--- src/rtl/tpu_pkg.sv ---
// rtl/tpu_pkg.sv - shared types for the TPU control-path counters
package tpu_pkg;

    typedef enum logic [1:0] {
        DCTR_IDLE    = 2'd0,
        DCTR_RUN     = 2'd1,
        DCTR_EXPIRED = 2'd2
    } dsp_down_ctr_state_t;

    localparam int DCTR_MIN_EVENT_LATENCY = 1;
    localparam int DCTR_MAX_EVENT_LATENCY = 4;

endpackage

--- src/rtl/dsp_ctr_event_pipe.sv ---
// rtl/dsp_ctr_event_pipe.sv - fixed-depth 1-bit event delay line with synchronous clear
module dsp_ctr_event_pipe #(
    parameter int DEPTH = 2
) (
    input  logic clk,
    input  logic clr,
    input  logic din,
    output logic dout
);

    logic [DEPTH-1:0] stages;

    always_ff @(posedge clk) begin
        if (clr) begin
            stages <= '0;
        end else begin
            stages[0] <= din;
            for (int i = 1; i < DEPTH; i++) begin
                stages[i] <= stages[i-1];
            end
        end
    end

    assign dout = stages[DEPTH-1];

endmodule

--- src/rtl/dsp_down_ctr.sv ---
// rtl/dsp_down_ctr.sv - loadable down-counter with one-shot/auto-reload and delayed terminal-count event
module dsp_down_ctr
    import tpu_pkg::*;
#(
    parameter int COUNTER_WIDTH = 32,
    parameter int EVENT_LATENCY = 2,
    parameter bit AUTO_RELOAD   = 1'b0
) (
    input  logic                     clk,
    input  logic                     rst,
    input  logic                     enable,
    input  logic                     load,
    input  logic [COUNTER_WIDTH-1:0] start_val,
    input  logic                     abort,
    output logic [COUNTER_WIDTH-1:0] ctr_val,
    output logic                     ctr_event,
    output logic                     busy,
    output logic                     done
);

    (* use_dsp = "yes" *) logic [COUNTER_WIDTH-1:0] ctr;
    logic [COUNTER_WIDTH-1:0] start_reg;
    dsp_down_ctr_state_t      state;
    logic                     tc;

    // tc is a pure function of state/enable/ctr; load/abort only override the next-state action
    assign tc = (state == DCTR_RUN) && enable && (ctr == '0);

    always_ff @(posedge clk) begin
        if (rst) begin
            ctr       <= '0;
            start_reg <= '0;
            state     <= DCTR_IDLE;
        end else if (load) begin
            ctr       <= start_val;
            start_reg <= start_val;
            state     <= DCTR_RUN;
        end else if (abort) begin
            state <= DCTR_IDLE;
        end else if (state == DCTR_RUN && enable) begin
            if (ctr == '0) begin
                if (AUTO_RELOAD) begin
                    ctr <= start_reg;
                end else begin
                    state <= DCTR_EXPIRED;
                end
            end else begin
                ctr <= ctr - COUNTER_WIDTH'(1);
            end
        end
    end

    dsp_ctr_event_pipe #(
        .DEPTH(EVENT_LATENCY)
    ) u_event_pipe (
        .clk (clk),
        .clr (rst),
        .din (tc),
        .dout(ctr_event)
    );

    assign ctr_val = ctr;
    assign busy    = (state == DCTR_RUN);
    assign done    = !AUTO_RELOAD && (state == DCTR_EXPIRED);

endmodule

--- config.mk ---
export PLATFORM = sky130hd
export DESIGN_NAME = dsp_down_ctr
export DESIGN_NICKNAME = d
export VERILOG_FILES = /design/src/rtl/tpu_pkg.sv /design/src/rtl/dsp_ctr_event_pipe.sv /design/src/rtl/dsp_down_ctr.sv
export SDC_FILE = /design/constraint.sdc
export NUM_CORES = 1
export LEC_CHECK = 0
export CORE_ASPECT_RATIO = 0.9
export CORE_MARGIN = 3
export CORE_UTILIZATION = 42
export CTS_BUF_LIST = sky130_fd_sc_hd__clkbuf_4 sky130_fd_sc_hd__clkbuf_8
export DETAILED_ROUTE_END_ITERATION = 12
export PLACE_DENSITY_LB_ADDON = 0.2
export SYNTH_ARGS = -nofsm -noshare
export SYNTH_HDL_FRONTEND = slang
export SYNTH_SLANG_ARGS = --single-unit
--- constraint.sdc ---
create_clock -name clk -period 2.4 [get_ports clk]
set_input_delay 0.24 -clock clk [delete_from_list [all_inputs] [get_ports clk]]
set_output_delay 0.24 -clock clk [all_outputs]
set_load 0.02 [all_outputs]
==> metrics.csv <==
stage;metric;value;unit
layout;area_growth;55.7;%
timing;hold_viol_final;0;
global_routing;grt_pass1_wl;9930;um
worst_setup_path;worstPathArrival;2.53;ns
routing;ant_nets;0;
logic_synthesis;synth-main-ff-cell;dfxtp_1;
clock_tree;cts.sink_count;36;
clock_tree;clkTransAtPathRegs;0.07;ns
power;p_per_area;487;nW/um^2
worst_setup_path;crit_chain;clkdlybuf4s50_1, nor4bb_2, buf_4, nand3_2, or4_1, or3_1, a311oi_1;
logic_synthesis;yosysSeqAreaShare;0.343;
floorplan;die_area;5890;um^2
routing;wire_per_inst;15.5;um
status;status;complete, no violations;
logic_synthesis;syn_inst;249;
timing;rsz0062_at_grt;true;
routing;dr.pass1.iters;4;
worst_setup_path;cp_slowest_cell;clkdlybuf4s50_1;
global_routing;grtUsageTotal;0.213;
layout;nets;381;
logic_synthesis;synth_edf_count;0;
worst_setup_path;crit_family;simple AND/OR/NAND/NOR gates;
floorplan;chipHeight;73.1;um
timing;tightest_slew;0.522;ns
floorplan;initial_core_util;0.453;
timing;finalCriticalPeriod;2.34;ns
timing;skew;0.00454;ns
worst_setup_path;cp_num_buf_inv;2;
worst_setup_path;worstSetupStartpointType;primary input;
floorplan;core.rowCount;23;
power;p_leak;1.16;nW
logic_synthesis;synth_area_per_cell;8.44;um^2
routing;vias_per_cell;5.82;
timing;min_period_over_period;0.975;
floorplan;fp.dieW;80.6;um
global_routing;antenna_found_initial;0;
layout;diodes;0;
timing;fmax;427;MHz
routing;finalWirelength;6280;um
worst_setup_path;worstSetupStartpoint;enable;
clock_tree;htree_levels;2;
timing;slew_headroom;0.652;
logic_synthesis;yosys_register_bits;36;
min_path;hold_path.startpoint;u_event_pipe.stages[0];
clock_tree;cts-root-buf;clkbuf_8;
worst_setup_path;required;2.59;ns
floorplan;io_pins;72;
placed_design;portBuffers;71;
min_path;holdCritPathClass;reg -> reg;
power;vdd_drop_max;0.266;mV
worst_setup_path;critPathMaxStageDelay;0.50;ns
clock_tree;tritoncts;built;
placed_design;dpl_cell_area;3070;um^2
flow_run;drv_cap;0;
timing;setup_slack;0.0601;ns
global_routing;grt_max_degree;37;
clock_tree;cts_made_buffers;5;
timing;slew_viol_final;0;
clock_tree;cts.path.max_buffers;2;
logic_synthesis;synthArstFlopShare;0;
worst_setup_path;cp_max_fo;6;
timing;setup_viol;0;
routing;route.detailed.drc;0;
layout;final_util;0.706;
worst_setup_path;rr_startpoint;ctr_val[6];
logic_synthesis;synth_area;2100;um^2
placed_design;dpl_worst_slack;-0.280;ns
global_routing;grt_overflow;0;
routing;vias;2362;
layout;final_area;3270;um^2
worst_setup_path;crit_path_end_kind;register;
power;finalPower;0.00159;W
placed_design;gp_congestion;0.807;
layout;fillers;384;
logic_synthesis;synth_cell_types;45;
logic_synthesis;ys_warn_count;0;
global_routing;grt_pass1_vias;2117;
clock_tree;clk_latency;0.28;ns
placed_design;hpwl;4440;um
routing;first_iter_violations;134;
floorplan;core_area;4630;um^2
timing;hold_slack;0.448;ns
logic_synthesis;syn_nets;287;
worst_setup_path;crit_type;in -> reg;
layout;drive_above_1_share;0.201;
power breakdown:
part	switching, W	internal (W)
combinational	0.000218	0.000231
clock	0.000204	0.000257
sequential	0.0000458	0.000637
total	0.000468	0.00113
layout make-up:
type,instances,area (um^2),area share
Clock buffer,8,97.6,0.0298
Inverter,13,48.8,0.0149
Multi-Input combinational cell,181,1330,0.408
Sequential cell,36,723,0.221
Tap cell,62,77.6,0.0237
Timing Repair Buffer,106,990,0.303
sequential cells by signal (all words and copies together) (netlist names):
| register | cells |
|---|---|
| u_event_pipe.stages | 2 |
| state | 2 |
| ctr_val | 32 |
worst paths after layout:
check | cells past startpoint | slack (ns) | end
hold / removal | 1 | 0.45 | u_event_pipe.stages[1]
setup / recovery | 7 | 0.06 | ctr_val[8]
setup reg to reg | 5 | 0.07 | ctr_val[19]
hold reg to reg | 1 | 0.45 | u_event_pipe.stages[1]
stage by stage:
stage / setup TNS, ns / instances
after floorplan: -0.217 / 249
after detailed placement: -2.42 / 395
after CTS: 0 / 403
after global routing: -0.257 / 406
final: 0 / 406
after global placement: -1.95 / 395
cell usage after synthesis (3+ instances only):
cell | n | area share
a211oi_1 | 11 | 0.039
nor2_1 | 36 | 0.064
a2111oi_2 | 5 | 0.036
and4_1 | 9 | 0.038
clkbuf_1 | 16 | 0.029
a2111oi_0 | 4 | 0.017
o21ai_0 | 7 | 0.017
xor2_1 | 3 | 0.013
nand2_1 | 5 | 0.0089
nand3_1 | 6 | 0.014
o31ai_1 | 6 | 0.021
nor2b_1 | 3 | 0.0089
nor3_1 | 7 | 0.017
buf_2 | 3 | 0.0071
or4_1 | 11 | 0.039
inv_1 | 13 | 0.023
a311oi_1 | 16 | 0.067
a21oi_1 | 4 | 0.0095
xnor2_1 | 3 | 0.013
or3_1 | 9 | 0.027
o31a_1 | 3 | 0.013
dfxtp_1 | 36 | 0.34
nor4_1 | 3 | 0.0089
cell usage in the layout, fill, tap and decap left out, types with 3 or more instances in the layout:
master	synthesis	routed
o31a_1	3	3
inv_1	13	13
nand3_1	6	4
a21oi_1	4	4
and4_1	9	8
xnor2_1	3	3
clkdlybuf4s50_1	0	71
or3_1	9	9
a311oi_2	0	3
or4_1	11	9
o21ai_0	7	7
or4_4	1	3
buf_4	0	33
a211oi_1	11	11
dfxtp_1	36	34
xor2_1	3	3
nor4_1	3	3
clkbuf_8	0	6
a2111oi_2	5	7
a311oi_1	16	13
nor2_1	36	36
nand2_1	5	4
o31ai_1	6	6
nor3_1	7	6
kinds of logic after synthesis:
kind of cell,Yosys count,synth area share
compound gates,68,0.270
xor+xnor,6,0.0250
fa+ha+maj,1,0.00595
buf+inv,32,0.0590
flops,36,0.343
simple gates,106,0.297
layer usage:
metal | track usage | vias to the layer above | wire (um)
met2 | 0.324 | 76 | 2880
met1 | 0.301 | 1118 | 2930
li1 | - | 1161 | -
met5 | 0 | - | 0
met4 | 0.0807 | 0 | 75
met3 | 0.0383 | 7 | 393
what timing repair did:
| item | in CTS | in global routing |
|---|---|---|
| gates resized for setup | 1 | 18 |
| cloned | 0 | 1 |
| hold buffers | 0 | 0 |
| buffers inserted | 0 | 2 |
| pin swaps | 0 | 5 |
| setup endpoints to repair | 1 | 16 |
No activity file was read; power rests on OpenSTA's default activity.
